[src/rtl/gis_pkg.sv]
`default_nettype none
// ============================================================================
//  Module   : gis_pkg
//  Purpose  : Shared types and constants for the graphic instruction
//             scheduler: FSM state encoding, CLEAR opcode and the default
//             commit-window scan coordinates.
//  Revision : 1.0 - initial release
// ============================================================================
package gis_pkg;

    // Scheduler states
    typedef enum logic [1:0] {
        IDLE   = 2'd0,
        ARMED  = 2'd1,
        COMMIT = 2'd2
    } gis_state_e;

    // The same encoding as explicit-width constants, for FSM registers
    localparam logic [1:0] c_ST_IDLE   = 2'd0;
    localparam logic [1:0] c_ST_ARMED  = 2'd1;
    localparam logic [1:0] c_ST_COMMIT = 2'd2;

    // Opcode in INS[31:28] that means "clear frame" instead of "store word"
    localparam logic [3:0] c_OPC_CLEAR = 4'hF;

    // Default scan position that opens the commit window
    localparam logic [9:0] c_COMMIT_X_DEF = 10'd634;
    localparam logic [9:0] c_COMMIT_Y_DEF = 10'd479;

endpackage
`default_nettype wire

[src/rtl/gis_fifo.sv]
`default_nettype none
// ============================================================================
//  Module   : gis_fifo
//  Purpose  : First-word-fall-through FIFO holding queued CPU instructions.
//             o_dout always shows the oldest entry; o_count is the occupancy.
//             Pushes while full and pops while empty are ignored.
//  Revision : 1.0 - initial release
// ============================================================================
module gis_fifo #(
    parameter int DEPTH = 4,
    parameter int WIDTH = 32
) (
    input  logic                     clk,
    input  logic                     rst_n,
    input  logic                     i_push,
    input  logic [WIDTH-1:0]         i_din,
    input  logic                     i_pop,
    output logic [WIDTH-1:0]         o_dout,
    output logic [$clog2(DEPTH):0]   o_count
);

    localparam int c_AW = $clog2(DEPTH);
    localparam int c_CW = c_AW + 1;
    localparam logic [c_CW-1:0] c_FULL = c_CW'(DEPTH);

    logic [WIDTH-1:0] r_mem [DEPTH];
    logic [c_AW-1:0]  r_wr_ptr;
    logic [c_AW-1:0]  r_rd_ptr;
    logic [c_CW-1:0]  r_count;
    logic             w_do_push;
    logic             w_do_pop;

    assign w_do_push = i_push && (r_count != c_FULL);
    assign w_do_pop  = i_pop  && (r_count != '0);
    assign o_dout    = r_mem[r_rd_ptr];
    assign o_count   = r_count;

    // Storage array: written on accepted pushes, contents need no reset
    always_ff @(posedge clk) begin
        if (w_do_push) begin
            r_mem[r_wr_ptr] <= i_din;
        end
    end

    // Pointers and occupancy; DEPTH is a power of two so pointers wrap freely
    always_ff @(posedge clk or negedge rst_n) begin
        if (!rst_n) begin
            r_wr_ptr <= '0;
            r_rd_ptr <= '0;
            r_count  <= '0;
        end else begin
            if (w_do_push) begin
                r_wr_ptr <= r_wr_ptr + 1'b1;
            end
            if (w_do_pop) begin
                r_rd_ptr <= r_rd_ptr + 1'b1;
            end
            case ({w_do_push, w_do_pop})
                2'b10:   r_count <= r_count + 1'b1;
                2'b01:   r_count <= r_count - 1'b1;
                default: r_count <= r_count;
            endcase
        end
    end

endmodule
`default_nettype wire

[src/rtl/graphic_instruction_scheduler.sv]
`default_nettype none
// ============================================================================
//  Module   : graphic_instruction_scheduler
//  Purpose  : Queues CPU graphic instructions and commits them to the
//             instruction memory only inside a scan-position window, so the
//             renderer never sees a half-updated frame. CLEAR entries pulse
//             FRAME_CLR and rewind the write pointer instead of writing.
//  Options  : GIS_DEDUP_EN - drop a word equal to the last pushed word
//             (handshake still completes).
//  Revision : 1.0 - initial release
// ============================================================================
module graphic_instruction_scheduler
    import gis_pkg::*;
#(
    parameter int         DEPTH    = 4,
    parameter int         ADD_W    = 6,
    parameter logic [9:0] COMMIT_X = c_COMMIT_X_DEF,
    parameter logic [9:0] COMMIT_Y = c_COMMIT_Y_DEF
) (
    input  logic                     CLK,
    input  logic                     RST,
    input  logic [9:0]               SYS_X,
    input  logic [9:0]               SYS_Y,
    input  logic [31:0]              INS,
    input  logic                     INS_VALID,
    output logic                     INS_READY,
    output logic                     MEM_WE,
    output logic [ADD_W-1:0]         MEM_ADD,
    output logic [31:0]              MEM_DATA,
    output logic                     FRAME_CLR,
    output logic [$clog2(DEPTH):0]   PENDING,
    output logic                     OVERFLOW
);

    localparam int c_CW = $clog2(DEPTH) + 1;
    localparam logic [c_CW-1:0] c_FULL = c_CW'(DEPTH);
    localparam logic [c_CW-1:0] c_ONE  = c_CW'(1);

    logic [1:0]       r_state;
    logic [c_CW-1:0]  r_drain;
    logic [ADD_W-1:0] r_wptr;
    logic [ADD_W-1:0] r_mem_add;
    logic [31:0]      r_mem_data;
    logic             r_overflow;

    logic [c_CW-1:0]  w_count;
    logic [31:0]      w_head;
    logic             w_handshake;
    logic             w_push;
    logic             w_commit;
    logic             w_is_clear;
    logic             w_we;
    logic             w_clr;
    logic             w_trigger;

    // Ready depends only on registered occupancy, so a pop cannot open a slot
    // in the same cycle
    assign w_handshake = INS_VALID && INS_READY;
    assign INS_READY   = (w_count < c_FULL);

`ifdef GIS_DEDUP_EN
    logic [31:0] r_last_word;

    // Remember the last word actually queued to suppress back-to-back repeats
    always_ff @(posedge CLK or negedge RST) begin
        if (!RST) begin
            r_last_word <= 32'h0;
        end else if (w_push) begin
            r_last_word <= INS;
        end
    end

    assign w_push = w_handshake && (INS != r_last_word);
`else
    assign w_push = w_handshake;
`endif

    assign w_commit   = (r_state == c_ST_COMMIT);
    assign w_is_clear = (w_head[31:28] == c_OPC_CLEAR);
    assign w_we       = w_commit && !w_is_clear;
    assign w_clr      = w_commit &&  w_is_clear;
    assign w_trigger  = (SYS_X == COMMIT_X) && (SYS_Y == COMMIT_Y);

    gis_fifo #(
        .DEPTH (DEPTH),
        .WIDTH (32)
    ) u_fifo (
        .clk     (CLK),
        .rst_n   (RST),
        .i_push  (w_push),
        .i_din   (INS),
        .i_pop   (w_commit),
        .o_dout  (w_head),
        .o_count (w_count)
    );

    // Outputs show the live pop during COMMIT and hold the last write otherwise
    assign MEM_WE    = w_we;
    assign FRAME_CLR = w_clr;
    assign MEM_ADD   = w_we ? r_wptr : r_mem_add;
    assign MEM_DATA  = w_we ? w_head : r_mem_data;
    assign PENDING   = w_count;
    assign OVERFLOW  = r_overflow;

    // Commit FSM: the drain count is frozen at the trigger so late pushes
    // wait for the next window
    always_ff @(posedge CLK or negedge RST) begin
        if (!RST) begin
            r_state <= c_ST_IDLE;
            r_drain <= '0;
        end else begin
            case (r_state)
                c_ST_IDLE: begin
                    if (w_count != '0) begin
                        r_state <= c_ST_ARMED;
                    end
                end
                c_ST_ARMED: begin
                    if (w_trigger && (w_count != '0)) begin
                        r_state <= c_ST_COMMIT;
                        r_drain <= w_count;
                    end
                end
                c_ST_COMMIT: begin
                    r_drain <= r_drain - 1'b1;
                    if (r_drain == c_ONE) begin
                        r_state <= ((w_count > c_ONE) || w_push) ? c_ST_ARMED : c_ST_IDLE;
                    end
                end
                default: begin
                    r_state <= c_ST_IDLE;
                end
            endcase
        end
    end

    // Write pointer and held memory-port values
    always_ff @(posedge CLK or negedge RST) begin
        if (!RST) begin
            r_wptr     <= '0;
            r_mem_add  <= '0;
            r_mem_data <= 32'h0;
        end else if (w_we) begin
            r_wptr     <= r_wptr + 1'b1;
            r_mem_add  <= r_wptr;
            r_mem_data <= w_head;
        end else if (w_clr) begin
            r_wptr     <= '0;
        end
    end

    // Sticky overflow on any offer the FIFO could not take
    always_ff @(posedge CLK or negedge RST) begin
        if (!RST) begin
            r_overflow <= 1'b0;
        end else if (INS_VALID && !INS_READY) begin
            r_overflow <= 1'b1;
        end
    end

endmodule
`default_nettype wire

[config.mk]
export PLATFORM = sky130hd
export DESIGN_NAME = graphic_instruction_scheduler
export DESIGN_NICKNAME = d
export VERILOG_FILES = /design/src/rtl/gis_pkg.sv /design/src/rtl/gis_fifo.sv /design/src/rtl/graphic_instruction_scheduler.sv
export SDC_FILE = /design/constraint.sdc
export NUM_CORES = 1
export LEC_CHECK = 0
export CAP_MARGIN = 20
export CORE_MARGIN = 3
export CORE_UTILIZATION = 60
export CTS_BUF_LIST = sky130_fd_sc_hd__clkbuf_4
export DETAILED_ROUTE_END_ITERATION = 7
export PLACE_DENSITY = 0.83
export SLEW_MARGIN = 15
export SYNTH_ARGS = -nofsm -noshare
export SYNTH_HDL_FRONTEND = slang
export SYNTH_SLANG_ARGS = --single-unit
[constraint.sdc]
create_clock -name CLK -period 4 [get_ports CLK]
set_input_delay 0.4 -clock CLK [delete_from_list [all_inputs] [get_ports CLK]]
set_output_delay 0.4 -clock CLK [all_outputs]
set_load 0.05 [all_outputs]
* Word level (Yosys, flattened, before mapping)
Memories as Yosys holds them, arrays and structs flattened. Cells that the tools add are included. W data, S select, Z words.
Storage, ports and cells: register bits 57, latch bits 0, bits in writable memories 128, ROM bits 0, word-level logic and storage cells 62, memories kept 1
Memory list:
- u_fifo.r_mem | words 4, width 32, rd ports 1, clocked after memory_dff 0, wr ports 1, RTL line gis_fifo.sv:26 | logic [WIDTH-1:0] r_mem [DEPTH];
Operators by class: add/sub/neg operators 6, $mul 0, divide/modulo/power cells 0, magnitude comparators 2, eq/ne operators 12, shift-type cells 0, mux-type cells 14, bitwise gates (word level) 0, reduce and logical (&&, ||, !) cells 18
Operators with widths (number):
- $mux W32 | 1
- $mux W6 | 3
- $pmux W3 S2 | 2
- $eq A10 B10 Y1 const B | 1
- $eq A10 B9 Y1 const B | 1
- $logic_and A1 B1 Y1 | 8
- $add A6 B1 Y6 const B | 1
- $mux W2 | 3
- $ne A2 B2 Y1 const B | 3
- $pmux W2 S3 | 1
- $reduce_bool A2 Y1 | 3
- $sub A3 B1 Y3 const B | 2
- $add A2 B1 Y2 const B | 2
- $eq A2 B1 Y1 const B | 2
- $eq A2 B2 Y1 const B | 2
- $eq A4 B4 Y1 const B | 1
- $add A3 B1 Y3 const B | 1
- $eq A3 B1 Y1 const B | 1
- $gt A3 B1 Y1 const B | 1
- $lt A3 B3 Y1 const B | 1
- $mux W1 | 3
- $mux W3 | 1
- $ne A3 B3 Y1 const B | 1
- $reduce_and A3 Y1 | 1
- 5 further kinds | 6

* Longest topological paths before layout
depth after elaboration 6, depth in mapped cells 8, depth with buffers taken out 8

* By module
Synthesis repeated with hierarchy kept, for this count alone.
Second synthesis, totals: cells, all modules 447, area total of the unflattened synthesis 7239.4 um^2
Modules (own cells, without submodules):
- gis_fifo | times used 1, cells each 205, area each 5082.4 um^2, sequential area each 4018.9 um^2
- graphic_instruction_scheduler | times used 1, cells each 242, area each 2157.1 um^2, sequential area each 1251.2 um^2

* Least setup slack after synthesis
OpenSTA, ideal clock, no wires.
path type reg2out, from reg u_fifo.r_rd_ptr[0], to out MEM_ADD[0], arrival 2255 ps, path slack 1345 ps, stages on the path, launching flop included 8, buffers on the path 3, path through dfrtp_1 > buf_2 > mux4_2 > and4_1 > buf_2 > nor2_8 > buf_6 > mux2_1
Between the ends: cells in the longest elaborated chain, start to end 5
Ends and longest elaborated chain:
- start, declared | RTL line gis_fifo.sv:28 | logic [c_AW-1:0] r_rd_ptr;
- start signal, assigned | RTL line gis_fifo.sv:56 | r_rd_ptr <= r_rd_ptr + 1'b1;
- $mem_v2 Z4 W32
- $eq A4 B4 Y1 | RTL line graphic_instruction_scheduler.sv:79 | assign w_is_clear = (w_head[31:28] == c_OPC_CLEAR);
- $logic_not A1 Y1 | RTL line graphic_instruction_scheduler.sv:80 | assign w_we = w_commit && !w_is_clear;
- $logic_and A1 B1 Y1 | RTL line graphic_instruction_scheduler.sv:80
- net MEM_WE | RTL line graphic_instruction_scheduler.sv:27 | output logic MEM_WE,
- $mux W6
- end, declared | RTL line graphic_instruction_scheduler.sv:28 | output logic [ADD_W-1:0] MEM_ADD,
The timed path passes the listed nets, and every way through them passes these cells.

* Final worst setup path
from reg u_fifo.r_rd_ptr[1], to out MEM_DATA[8]
Between the ends: cells in the longest elaborated chain, start to end 5
Ends and longest elaborated chain:
- $mem_v2 Z4 W32 *
- $eq A4 B4 Y1 | RTL line graphic_instruction_scheduler.sv:79
- $logic_not A1 Y1 | RTL line graphic_instruction_scheduler.sv:80
- $logic_and A1 B1 Y1 | RTL line graphic_instruction_scheduler.sv:80
- $mux W32 *
- end, declared | RTL line graphic_instruction_scheduler.sv:29 | output logic [31:0] MEM_DATA,
Every way passes the cells marked *; elsewhere a longest branch is shown, timed or not.

==> impl_metrics.csv <==
group,metric,value,unit
detailed_routing,met2_length,6580,um
logic_synthesis,synth_ff_type,"edfxtp_1",
detailed_routing,drc,0,
place,port_buffers,99,
worst_setup_path,rr_worst_depth,4,
global_routing,grt.overflow.total,0,
timing,max_freq,275,MHz
worst_setup_path,cpPeakStageDelay,0.68,ns
worst_setup_path,crit_type,"flip-flop to primary output",
floorplan,rows,39,
worst_setup_path,crit_path_start_kind,"flip-flop",
cells_and_area,drive_gt1_share,23.0,%
worst_setup_path,path_max_fanout,43,
worst_setup_path,critPathCaptureType,"primary output",
logic_synthesis,synth-seq-cells,185,
logic_synthesis,yosys_warnings,0,
clock_network,clk_pin_slew,0.13,ns
timing,rsz0062_at_grt,"false",
clock_network,cts_resized,0,
detailed_routing,routedLengthMet1,5270,um
clock_network,clockBufferDepth,2,
global_routing,grt_pass1_vias,3904,
timing,worst_pin_slew,0.886,ns
detailed_routing,ant_nets,0,
logic_synthesis,syn_area_per_cell,19.5,um2
timing,hold_violations,0,
worst_setup_path,r2r-end,"r_mem_data[8]",
logic_synthesis,yosysSeqAreaShare,73.2,%
timing,slew_viol_final,0,
detailed_routing,dr.pass1.iters,4,
global_routing,grt_pass1_wl,20200,um
detailed_routing,post_drt_wl_per_cell,19.8,um
clock_network,cts_tree,"yes",
worst_setup_path,reg2reg_slack,1.40,ns
logic_synthesis,synth-edff-count,128,
detailed_routing,viasPerCell,5.70,
floorplan,start_util,62.3,%
logic_synthesis,netlist_area,7200,um2
clock_network,cts_sinks,185,
floorplan,die_w,116,um
logic_synthesis,ys_async_sr_fraction,30.8,%
worst_setup_path,required,3.60,ns
floorplan,die_h,116,um
power,power.density,686,nW/um2
timing,whs,0.365,ns
power,p_leak,3.09,nW
floorplan,die-area,13400,um2
timing,setup_viol,0,
detailed_routing,drt_iter0_markers,288,
hold_path,min_path_type,"input pin to asynchronous set/reset pin",
global_routing,antenna_found_initial,1,
worst_setup_path,crit_arrival,3.24,ns
detailed_routing,dr.max_layer_used,"met4",
place,routabilityCongestion,0.793,
clock_network,clock_latency,0.55,ns
worst_setup_path,r2r-start,"u_fifo.r_rd_ptr[1]",
detailed_routing,wirelength,12600,um
cells_and_area,syn2layout_area_growth,18.1,%
clock_network,cts-htree-levels,4,
detailed_routing,vias,3628,
cells_and_area,nets,545,
global_routing,grt_usage,20.7,%
clock_network,cts_root_buffer,"clkbuf_4",
timing,min_period,3.64,ns
logic_synthesis,ys_types,40,
run,max_cap_viol_count,0,
worst_setup_path,crit_buf_inv,1,
timing,max-slew-margin-rel,40.9,%
worst_setup_path,cpMaxStageDelayCell,"dfrtp_2",
place,hpwl,8240,um
global_routing,grt_max_degree,44,
floorplan,coreArea,11600,um2
status,status,"complete, no violations",
timing,tns,0,ns
power,ir_worst_vdd,494,uV
timing,fin_worst_skew,0.0140,ns
clock_network,cts_buffers,17,
floorplan,ios,100,
timing,finalCritPeriodShare,90.9,%
worst_setup_path,cpLargestDelayFamily,"simple AND/OR/NAND/NOR gates",
worst_setup_path,crit_path_cell_trace,"mux4_2 -> and4_1 -> nor2_8 -> mux2_1 -> buf_4",
detailed_routing,dr_wl_met3,633,um
logic_synthesis,syn-num-nets,437,
logic_synthesis,synthCells,370,
per-stage QoR:
| stage | area [um2] | std cells | utilization (%) | total power, mW | setup WS, ns |
|---|---|---|---|---|---|
| after global routing | 8510 | 636 | 73.6 | 6.15 | 0.137 |
| final | 8510 | 636 | 73.6 | 5.84 | 0.364 |
| after detailed placement | 8220 | 601 | 71.1 | 4.95 | 0.929 |
| after global placement | 8220 | 601 | 71.1 | 4.89 | 0.974 |
| after CTS | 8500 | 634 | 73.5 | 5.90 | 0.290 |
| after floorplan | 7200 | 370 | - | 4.26 | 1.34 |
where the power goes:
group	switching [mW]	total, mW	internal, mW
logic	1.36	2.20	0.838
clock network	0.576	0.954	0.378
registers	0.200	2.68	2.48
total	2.14	5.84	3.70
state kept, by name (all words and copies together), names as in the netlist:
register,flops
u_fifo.r_rd_ptr,2
r_drain,3
r_mem_data,32
u_fifo.r_wr_ptr,2
OVERFLOW,1
r_mem_add,6
u_fifo.r_mem,128
r_wptr,6
u_fifo.o_count,3
r_state,2
cell families (layout without fill, tap and decap cells):
| family | Yosys count | after routing | share of synthesized area (%) |
|---|---|---|---|
| xor gates and xnor gates | 6 | 6 | 0.729 |
| DFF | 185 | 185 | 73.2 |
| and+or+nand+nor | 48 | 48 | 3.94 |
| muxes | 73 | 73 | 16.4 |
| adders and majority gates | 12 | 12 | 2.08 |
| other | 0 | 2 | 0 |
| AOI/OAI and AO/OA | 22 | 22 | 2.01 |
| buffers and inverters | 24 | 145 | 1.70 |
cell usage in the layout, fill, tap and decap left out, types with 3 or more instances in the layout:
master and n:
clkbuf_4 19, nand4b_1 3, clkinvlp_4 4, buf_4 43, edfxtp_1 128, dfrtp_1 55
nor2_1 10, inv_1 9, and2_2 4, mux2_1 38, clkdlybuf4s50_1 59, xnor2_1 5
clkinv_1 3, o21ai_1 3, ha_1 12, o21ai_0 8, mux4_2 32, nand2_1 7
nor2b_1 7
what timing repair did:
item | in CTS | in global routing
hold buffers | 1 | 0
endpoints found under the hold margin | 23 | 0
setup buffers | 0 | 0
synth_stat cells (3+ instances only):
cell,count,share of area [%]
mux2_1,38,5.9
edfxtp_1,128,53
dfrtp_1,57,20
ha_1,12,2.1
mux4_2,32,10
clkbuf_1,7,0.36
o21ai_0,8,0.56
nand2_1,7,0.36
and2_1,6,0.52
xnor2_1,5,0.61
o21ai_1,3,0.21
inv_1,9,0.47
nor2_1,10,0.52
buf_6,4,0.63
nand4b_1,3,0.36
nor2b_1,7,0.61
worst max-delay path by stage:
stage / cells after the start / startpoint / endpoint
after floorplan: 7 / u_fifo.r_rd_ptr[0] / MEM_ADD[0]
after detailed placement: 5 / u_fifo.r_rd_ptr[0] / MEM_DATA[28]
after global routing: 5 / u_fifo.r_rd_ptr[1] / MEM_DATA[28]
final: 5 / u_fifo.r_rd_ptr[1] / MEM_DATA[8]
after CTS: 5 / u_fifo.r_rd_ptr[0] / MEM_DATA[28]
after global placement: 5 / u_fifo.r_rd_ptr[0] / MEM_DATA[29]
metal layers:
layer / vias to the layer above / GRT usage [%]
met4: 0 / 5.40
met2: 95 / 34.3
li1: 1662 / -
met1: 1864 / 27.2
met5: - / 0
met3: 7 / 6.58
worst reg2reg max path: stages, from the launching register on:
cell     delay [ns]
dfrtp_2        0.68
mux4_2         0.39
and4_1         0.34
nor2_8         0.65
mux2_1         0.43
final cells by class:
type	count	area (um2)
Antenna cell	2	5.00
Tap cell	143	179
Inverter	9	33.8
Fill cell	703	3060
Timing Repair Buffer	104	928
Clock buffer	19	143
Sequential cell	185	5270
Clock inverter	13	129
Multi-Input combinational cell	161	1820
Power figures use the tool's default switching activity.
